File: src/rtl/ttm4_alu.sv
// ttm4_alu: 4-bit ALU for the TTM4 CPU emulator datapath.
// Operand A is X; operand B is chosen by SEL. One operation is selected by a
// priority decode of active-low strobes (FA > AND > OR > XOR). The result is
// driven combinationally onto STOREBUS; zero/carry flags are registered.
module ttm4_alu (
  input  logic       CLK,
  input  logic       RST,
  input  logic [3:0] X,
  input  logic [3:0] Y,
  input  logic [3:0] IM,
  input  logic [1:0] SEL,
  input  logic       nFA_EN,
  input  logic       nAND_EN,
  input  logic       nOR_EN,
  input  logic       nXOR_EN,
  output logic       Z_FLAG,
  output logic       C_FLAG,
  output logic [3:0] STOREBUS
);

  typedef enum logic [2:0] {
    OP_NONE = 3'd0,
    OP_ADD  = 3'd1,
    OP_AND  = 3'd2,
    OP_OR   = 3'd3,
    OP_XOR  = 3'd4
  } op_e;

  logic [3:0] operand_b_s;
  op_e        op_s;
  logic [3:0] result_s;
  logic       carry_s;
  logic [4:0] sum_s;
  logic       z_flag_r;
  logic       c_flag_r;

  // Select operand B: register Y, immediate, constant one (increment) or zero (pass X)
  always_comb begin
    operand_b_s = 4'b0000;
    case (SEL)
      2'b00:   operand_b_s = Y;
      2'b01:   operand_b_s = IM;
      2'b10:   operand_b_s = 4'b0001;
      2'b11:   operand_b_s = 4'b0000;
      default: operand_b_s = 4'b0000;
    endcase
  end

  // Priority-decode the active-low strobes; lower-priority strobes are ignored
  always_comb begin
    op_s = OP_NONE;
    if (!nFA_EN) begin
      op_s = OP_ADD;
    end else if (!nAND_EN) begin
      op_s = OP_AND;
    end else if (!nOR_EN) begin
      op_s = OP_OR;
    end else if (!nXOR_EN) begin
      op_s = OP_XOR;
    end else begin
      op_s = OP_NONE;
    end
  end

  // Compute the selected operation; idle bus is zero and logic ops never carry
  always_comb begin
    sum_s    = {1'b0, X} + {1'b0, operand_b_s};
    result_s = 4'b0000;
    carry_s  = 1'b0;
    case (op_s)
      OP_ADD: begin
        result_s = sum_s[3:0];
        carry_s  = sum_s[4];
      end
      OP_AND:  result_s = X & operand_b_s;
      OP_OR:   result_s = X | operand_b_s;
      OP_XOR:  result_s = X ^ operand_b_s;
      OP_NONE: result_s = 4'b0000;
      default: result_s = 4'b0000;
    endcase
  end

  // Flags: reset wins, otherwise load on any active operation, else hold for branches
  always_ff @(posedge CLK) begin
    if (RST) begin
      z_flag_r <= 1'b0;
      c_flag_r <= 1'b0;
    end else if (op_s != OP_NONE) begin
      z_flag_r <= (result_s == 4'b0000);
      c_flag_r <= carry_s;
    end else begin
      z_flag_r <= z_flag_r;
      c_flag_r <= c_flag_r;
    end
  end

  assign STOREBUS = result_s;
  assign Z_FLAG   = z_flag_r;
  assign C_FLAG   = c_flag_r;

endmodule

File: config.mk
export PLATFORM = sky130hd
export DESIGN_NAME = ttm4_alu
export DESIGN_NICKNAME = d
export VERILOG_FILES = /design/src/rtl/ttm4_alu.sv
export SDC_FILE = /design/constraint.sdc
export NUM_CORES = 1
export LEC_CHECK = 0
export ABC_AREA = 1
export CAP_MARGIN = 30
export CORE_AREA = 2 2 39 41
export CTS_CLUSTER_DIAMETER = 80
export CTS_CLUSTER_SIZE = 12
export DETAILED_ROUTE_END_ITERATION = 8
export DIE_AREA = 0 0 41 43
export DONT_BUFFER_PORTS = 1
export SLEW_MARGIN = 5
export SYNTH_ARGS = -nofsm -noshare
export SYNTH_HDL_FRONTEND = slang
export SYNTH_SLANG_ARGS = --single-unit
File: constraint.sdc
create_clock -name CLK -period 1.8 [get_ports CLK]
set_input_delay 0.36 -clock CLK [delete_from_list [all_inputs] [get_ports CLK]]
set_output_delay 0.36 -clock CLK [all_outputs]
set_load 0.005 [all_outputs]
## After elaboration in Yosys (flattened, before gate mapping)

Index checks and enable logic that the tools add are counted.

- Input port bits: 20
- Flip-flop bits (word level): 2
- Output and inout port bits: 6
- Logic and storage cells: 23

- Bitwise gates (word level): 3
- Reduce and logical (&&, ||, !) cells: 3
- Eq/ne operators: 7
- Muxes and demuxes: 7
- Add/subtract/negate cells: 1

Operators by type and width:

| operator | number |
|---|---|
| $pmux 4 s4 | 2 |
| $mux 3 | 4 |
| $eq 3x2->1 const B | 2 |
| $add 4x4->5 | 1 |
| $and 4x4->4 | 1 |
| $eq 2x2->1 const B | 2 |
| $logic_not 4->1 | 1 |
| $or 4x4->4 | 1 |
| $xor 4x4->4 | 1 |
| $eq 3x1->1 const B | 1 |
| $eq 3x3->1 const B | 1 |
| $reduce_bool 3->1 | 1 |
| $eq 2x1->1 const B | 1 |
| $logic_not 2->1 | 1 |
| $mux 1 | 1 |

## Logic depth before layout (Yosys ltp)

Gate-level depths: netlist of run 1.

- Depth after elaboration: 7
- Gate-level depth with buffers: 14
- Depth with buffers taken out: 14

## Worst setup path after synthesis of run 1

OpenSTA, ideal clock, no wires.

- Path kind: input to output
- Start: input SEL[0]
- End: output STOREBUS[1]
- Data required time: 1.440 ns
- Buffers on the path: 0
- Data arrival time: 1.544 ns
- Setup slack: -0.104 ns
- Stages: 10
- Path through: inv_1 nor2_1 nand2_1 nand2_1 ha_1 fa_1 nand2_1 nand2_1 nor2_2 inv_1

- Word-level cells in the longest chain between the ends: 4
- Elaborated cells between the ends (all ways): 10
- Those cells by class: add/sub: 1; eq/ne: 3; mux: 2; bitwise: 3; reduce/logical: 1

RTL lines:

| element | RTL line | text |
|---|---|---|
| from (decl) | 11 | `input logic [1:0] SEL,` |
| $eq 2x2->1, or another cell as far along | 40 | `case (SEL)` |
| $pmux 4 s4 (*) | 40 |  |
| $add 4x4->5, or another cell as far along | 67 | `sum_s = {1'b0, X} + {1'b0, operand_b_s};` |
| $pmux 4 s4 (*) | 70 | `case (op_s)` |
| to (decl) | 18 | `output logic [3:0] STOREBUS` |

Mark *: on every way between the ends. The rest lies on a longest branch, timed or not.

## Worst setup path after layout of run 1

Ends and elaborated chain as after synthesis.

==> reports/metrics.yaml, run 1 <==
clock_network:
  clkSlewWorstSetupHoldPaths_ns: 0.03
  ctsHtreeMaxLevel: 1
  numCtsBuffers: 3
  clk_latency_ns: 0.21
  root_buffer: "clkbuf_4"
  cts_tree: "yes"
  cts_buffer_depth: 2
  clock_sinks: 2
  holdBufCountCts: 0
drt:
  num_vias: 557
  firstDrtPassIters: 4
  routedWlPerCell_um: 10.17
  drtAntennaViolNets: 0
  viasPerCell: 4.843
  post-route-drc-count: 0
  totalWireLength_mm: 1.169
  drtIter0Drc: 8
placement:
  dp.cells: 110
  dpl_cell_area_um2: 615.6
  place_congestion: 0.8135
  dp_hpwl_um: 989.1
  pre_cts_ws_ns: -0.1371
  portBuffers: 0
layout:
  area_growth_pct: 31.34
  final_cell_mix: "nand2_1, inv_1, nand3_1"
  fin_nets: 131
  diodes: 0
  drive_gt1_share_pct: 34.34
  final_common_cell: "nand2_1"
  final_cell_area_um2: 713.2
  finalNonFillerCells: 115
setup_path:
  cp_slowest_cell: "fa_2"
  critical-path-top-delay-family: "adder cells"
  critical_path_class: "in -> out"
  reg2reg_slack_ns: 1.19
  path_cells: "clkinv_16, nor2_4, nand2_2, nand2_4, ha_4, fa_2, nand2_1, nand2_1, nor2_2, inv_1"
  startpoint_type: "primary input"
  crit_fanout: 4
  cp-end-kind: "output pin"
  arrival_ns: 1.48
  max_stage_delay_ns: 0.41
  timing.critical_path.buf_inv: 2
  cp_common_cell: "nand2_1"
  cp_data_required_time_ns: 1.44
sta:
  slew_violations: 0
  hold_viol: 0
  min_period_ns: 1.840
  worst_clock_skew_ns: 0
  setup_slack_ns: -0.03991
  grt_setup_unrepaired: "yes"
  relSlewSlack_pct: 84.72
  worst_pin_slew_ns: 0.2292
  max_freq_mhz: 543.5
  setup_viol: 2
  finalCritPeriodShare_pct: 102.2
global_route:
  grt_overflow: 0
  grt_pass1_wl_mm: 1.904
  grt_pass1_vias: 567
  track_usage_pct: 14.74
  grt_max_degree: 9
  antenna_found_initial: 0
outcome:
  status: "finished with violations"
  violations: "setup timing"
die:
  die_area_um2: 1763
  initial_core_util_pct: 39.24
  dieWidth_um: 41
  pin_count: 26
  row_count: 14
  core_um2: 1384
  dieHeight_um: 43
logic_synthesis:
  netlist_instances: 92
  synth-seq-cells: 2
  syn-num-nets: 122
  synth_warnings: 0
  netlist_area_um2: 543.0
  ys_seq_area_share_pct: 7.373
  synth.avg_cell_area_um2: 5.902
  synth.distinct_cells: 18
hold_path:
  hold_path.class: "in -> reg"
power:
  p_leak_nw: 0.3735
  ir_drop_mv: 0.2104
  p_per_area_nw_per_um2: 409.1
job:
  cap_violations: 0
==> worst paths after layout <==
| check | start | cells past startpoint | to |
|---|---|---|---|
| setup / recovery | SEL[0] | 10 | STOREBUS[1] |
| hold / removal | RST | 1 | Z_FLAG |
| setup reg to reg | Z_FLAG | 2 | Z_FLAG |
| hold reg to reg | C_FLAG | 2 | C_FLAG |
==> power breakdown <==
group	switching, mW	internal [mW]	leakage (nW)	total [mW]
clock	0.0214	0.0733	0.0138	0.0947
sequential	0.00195	0.0476	0.0163	0.0495
combinational	0.0810	0.0665	0.343	0.148
==> cells in the mapped netlist, drive strengths merged <==
cell type / number / area (um^2)
ha: 9 / 112.6
nor2: 12 / 60.06
buf: 1 / 11.26
inv: 20 / 80.08
a22oi: 3 / 22.52
a21oi: 4 / 23.77
dfxtp: 2 / 40.04
o21ai: 3 / 15.01
nand2: 26 / 102.6
nand3: 11 / 55.05
fa: 1 / 20.02
==> timing repair <==
| item | in CTS | in global routing |
|---|---|---|
| gates resized for setup | 6 | 9 |
| setup endpoints to repair | 3 | 4 |
| pin swaps | 6 | 1 |
| gates cloned | 0 | 0 |
| endpoints found under the hold margin | 0 | 0 |
| setup buffers | 2 | 0 |
==> through the flow <==
stage                     power, mW  hold WS, ns  utilization (%)  TNS [ns]
after floorplan              0.1548       0.4224                -  -0.06367
after global placement       0.1760       0.4240            44.48   -0.3168
after detailed placement     0.1761       0.4249            44.48   -0.3812
after CTS                    0.2869       0.1989            48.92  -0.05443
after global routing         0.3196       0.1976            51.54   -0.2686
final                        0.2917       0.2016            51.54  -0.04784
==> sequential cells by signal (all words and copies together), names as in the netlist <==
| register | count |
|---|---|
| C_FLAG | 1 |
| Z_FLAG | 1 |
==> final cells by class <==
type / count / area, um^2
Fill cell: 148 / 670.6
Timing Repair Buffer: 5 / 37.54
Inverter: 20 / 106.4
Multi-Input combinational cell: 69 / 486.7
Clock buffer: 3 / 22.52
Sequential cell: 2 / 40.04
Tap cell: 16 / 20.02
==> routing by layer <==
layer	routed length, um	share of wire, %	track usage [%]
met1	505	43	16.99
met2	567	49	26.88
met3	95	8.1	3.665
met4	0	0	0.6667
met5	0	0	0
==> cells by family (layout without fill, tap and decap cells) <==
family	Yosys count	count (layout)	share of synthesized area, %
AO/OA/AOI/OAI	10	10	11.29
adder cells (fa/ha/maj)	10	10	24.42
buffers and inverters	21	28	16.82
flip-flops	2	2	7.374
AND/OR/NAND/NOR	49	49	40.09
No activity file was read; power rests on OpenSTA's default activity.
==> run 2: changes to the inputs <==
--- a/config.mk
+++ b/config.mk
@@ -6,12 +6,11 @@
 export NUM_CORES = 1
 export LEC_CHECK = 0
 export ABC_AREA = 1
-export CAP_MARGIN = 30
-export CORE_AREA = 2 2 39 41
+export CORE_MARGIN = 2
+export CORE_UTILIZATION = 40
 export CTS_CLUSTER_DIAMETER = 80
 export CTS_CLUSTER_SIZE = 12
 export DETAILED_ROUTE_END_ITERATION = 8
-export DIE_AREA = 0 0 41 43
 export DONT_BUFFER_PORTS = 1
 export SLEW_MARGIN = 5
 export SYNTH_ARGS = -nofsm -noshare
==> run 2 against run 1 <==
Compared with the run above: critical path type unchanged; sequential power about the same; flip-flop and latch count unchanged; the run still ends with setup timing left; count of clock-buffer cells in the layout unchanged; fmax down 0.47%; via count up 1.1%; clock skew unchanged; routed wire length up 4.5%; core utilization up 1.2 points; highest routed layer unchanged.
==> reports/metrics.yaml, run 2 (synthesis results as in run 1) <==
clock_network:
  cts_buffer_depth: 2  # unchanged
  clkSlewWorstSetupHoldPaths_ns: 0.03  # about the same
  holdBufCountCts: 0  # unchanged
  clk_latency_ns: 0.22  # was 0.21 ns
  root_buffer: "clkbuf_4"  # unchanged
  ctsHtreeMaxLevel: 1  # unchanged
  clock_sinks: 2  # unchanged
  cts_tree: "yes"  # unchanged
  numCtsBuffers: 3  # unchanged
setup_path:
  critical_path_class: "in -> out"  # unchanged
  path_cells: "inv_12, nor2_4, nand2_1, nand2_2, ha_4, fa_2, nand2_1, nand2_1, nor2_2, inv_1"  # was clkinv_16, nor2_4, nand2_2, nand2_4, ha_4, fa_2, nand2_1, nand2_1, nor2_2, inv_1
  cp-end-kind: "output pin"  # unchanged
  timing.critical_path.buf_inv: 2  # unchanged
  startpoint_type: "primary input"  # unchanged
  max_stage_delay_ns: 0.42  # was 0.41 ns
  cp_data_required_time_ns: 1.44  # about the same
  cp_slowest_cell: "fa_2"  # unchanged
  crit_fanout: 4  # unchanged
  critical-path-top-delay-family: "adder cells"  # unchanged
  arrival_ns: 1.49  # was 1.48 ns
  cp_common_cell: "nand2_1"  # unchanged
power:
  switchingPower_mw: 0.1043  # about the same
  p_clk_share_pct: 32.5  # about the same
  combPwrFrac_pct: 50.4  # was 50.6%
  p_per_area_nw_per_um2: 427.2  # was 409.1 nW/um^2
  internal_power_mw: 0.1854  # was 0.1874 mW
  p_leak_nw: 0.3663  # was 0.3735 nW
  ir_drop_mv: 0.2944  # was 0.2104 mV
  swShare_pct: 35.99  # was 35.76%
  seqPwrFrac_pct: 17.1  # was 17.0%
die:
  dieWidth_um: 40.85  # was 41 um
  initial_core_util_pct: 42.26  # was 39.24%
  die_area_um2: 1668  # was 1763 um^2
  dieHeight_um: 40.85  # was 43 um
  pin_count: 26  # unchanged
  core_um2: 1285  # was 1384 um^2
  row_count: 13  # was 14
sta:
  max_freq_mhz: 541.0  # was 543.5 MHz
  worst_clock_skew_ns: 0  # unchanged
  grt_setup_unrepaired: "yes"  # unchanged
  slew_violations: 0  # unchanged
  setup_slack_ns: -0.04854  # was -0.03991 ns
  setup_viol: 2  # unchanged
  hold_ws_ns: 0.2079  # was 0.2016 ns
  worst_pin_slew_ns: 0.2366  # was 0.2292 ns
  min_period_ns: 1.849  # was 1.840 ns
  relSlewSlack_pct: 84.23  # was 84.72%
  finalCritPeriodShare_pct: 102.7  # was 102.2%
  hold_viol: 0  # unchanged
layout:
  final_common_cell: "nand2_1"  # unchanged
  fin_util_pct: 52.78  # was 51.54%
  diodes: 0  # unchanged
  final_cell_mix: "nand2_1, inv_1, nand3_1"  # unchanged
  drive_gt1_share_pct: 33.33  # was 34.34%
  fin_nets: 131  # unchanged
  area_growth_pct: 24.88  # was 31.34%
drt:
  num_vias: 563  # was 557
  post-route-drc-count: 0  # unchanged
  drtAntennaViolNets: 0  # unchanged
  firstDrtPassIters: 4  # unchanged
  drtIter0Drc: 11  # was 8
  routedWlPerCell_um: 10.72  # was 10.17 um
  viasPerCell: 4.939  # was 4.843
  totalWireLength_mm: 1.222  # was 1.169 mm
global_route:
  grt_pass1_vias: 484  # was 567
  antenna_found_initial: 0  # unchanged
  grt_max_degree: 9  # unchanged
  grt_overflow: 0  # unchanged
  grt_pass1_wl_mm: 1.932  # was 1.904 mm
  track_usage_pct: 16.82  # was 14.74%
outcome:
  violations: "setup timing"  # unchanged
  status: "finished with violations"  # unchanged
placement:
  portBuffers: 0  # unchanged
  place_congestion: 0.8024  # was 0.8135
  dp_hpwl_mm: 1.014  # was 989.1 um
job:
  cap_violations: 0  # unchanged
hold_path:
  hold_path.class: "in -> reg"  # unchanged
[run 2: cell types whose count changed in the layout (fill, tap and decap cells not counted), sizes merged]
cell | previous run | this run
clkinv | 1 | 0
inv | 19 | 20
[run 2: power by group through the flow]
stage	Sequential, mW	Combinational [mW]	Clock [mW]
after floorplan	0.0497	0.105	0
after global placement	0.0500	0.127	0
after detailed placement	0.0500	0.128	0
after CTS	0.0496	0.140	0.0984
after global routing	0.0500	0.166	0.107
final	0.0496	0.146	0.0942
[run 2: repair_timing]
item	in CTS	in global routing
setup buffers	2	1
gates resized for setup	4	5
pin swaps	4	3
gates cloned	0	0
endpoints found under the setup margin	3	4
[run 2: per-stage QoR]
step	instances	cell area [um^2]	TNS, ns	worst slack [ns]	total power [mW]
6_report	114	678.2	-0.06922	-0.04854	0.2897
4_1_cts	114	665.6	-0.06102	-0.04774	0.2875
5_1_grt	114	678.2	-0.3163	-0.1275	0.3228
2_1_floorplan	92	584.3	-0.06367	-0.03826	0.1548
3_3_place_gp	109	614.3	-0.2779	-0.09766	0.1771
3_5_place_dp	109	614.3	-0.3146	-0.1187	0.1781
[run 2: final cells by class]
class,count,area (um^2)
fillers,142,606.8
multi-input cells,69,466.7
inverters,20,92.59
flip-flops and latches,2,40.04
repair buffers,5,37.54
clock buffers,3,22.52
well taps,15,18.77
[run 2: layer usage]
layer	global-route usage [%]	share of wire, %	up-vias	wire, um
met5	0	0	-	0
met4	0	0	0	0
met3	2.174	3.7	0	45
met2	30.08	54	13	655
met1	22.40	43	250	521
li1	-	-	300	-
[run 2: final timing paths]
check,endpoint,startpoint,cells past startpoint,slack (ns)
worst max-delay path,STOREBUS[1],SEL[0],10,-0.05
worst min-delay path,Z_FLAG,RST,1,0.21
worst max register to register,C_FLAG,C_FLAG,2,1.13
worst min register to register,Z_FLAG,Z_FLAG,2,0.48
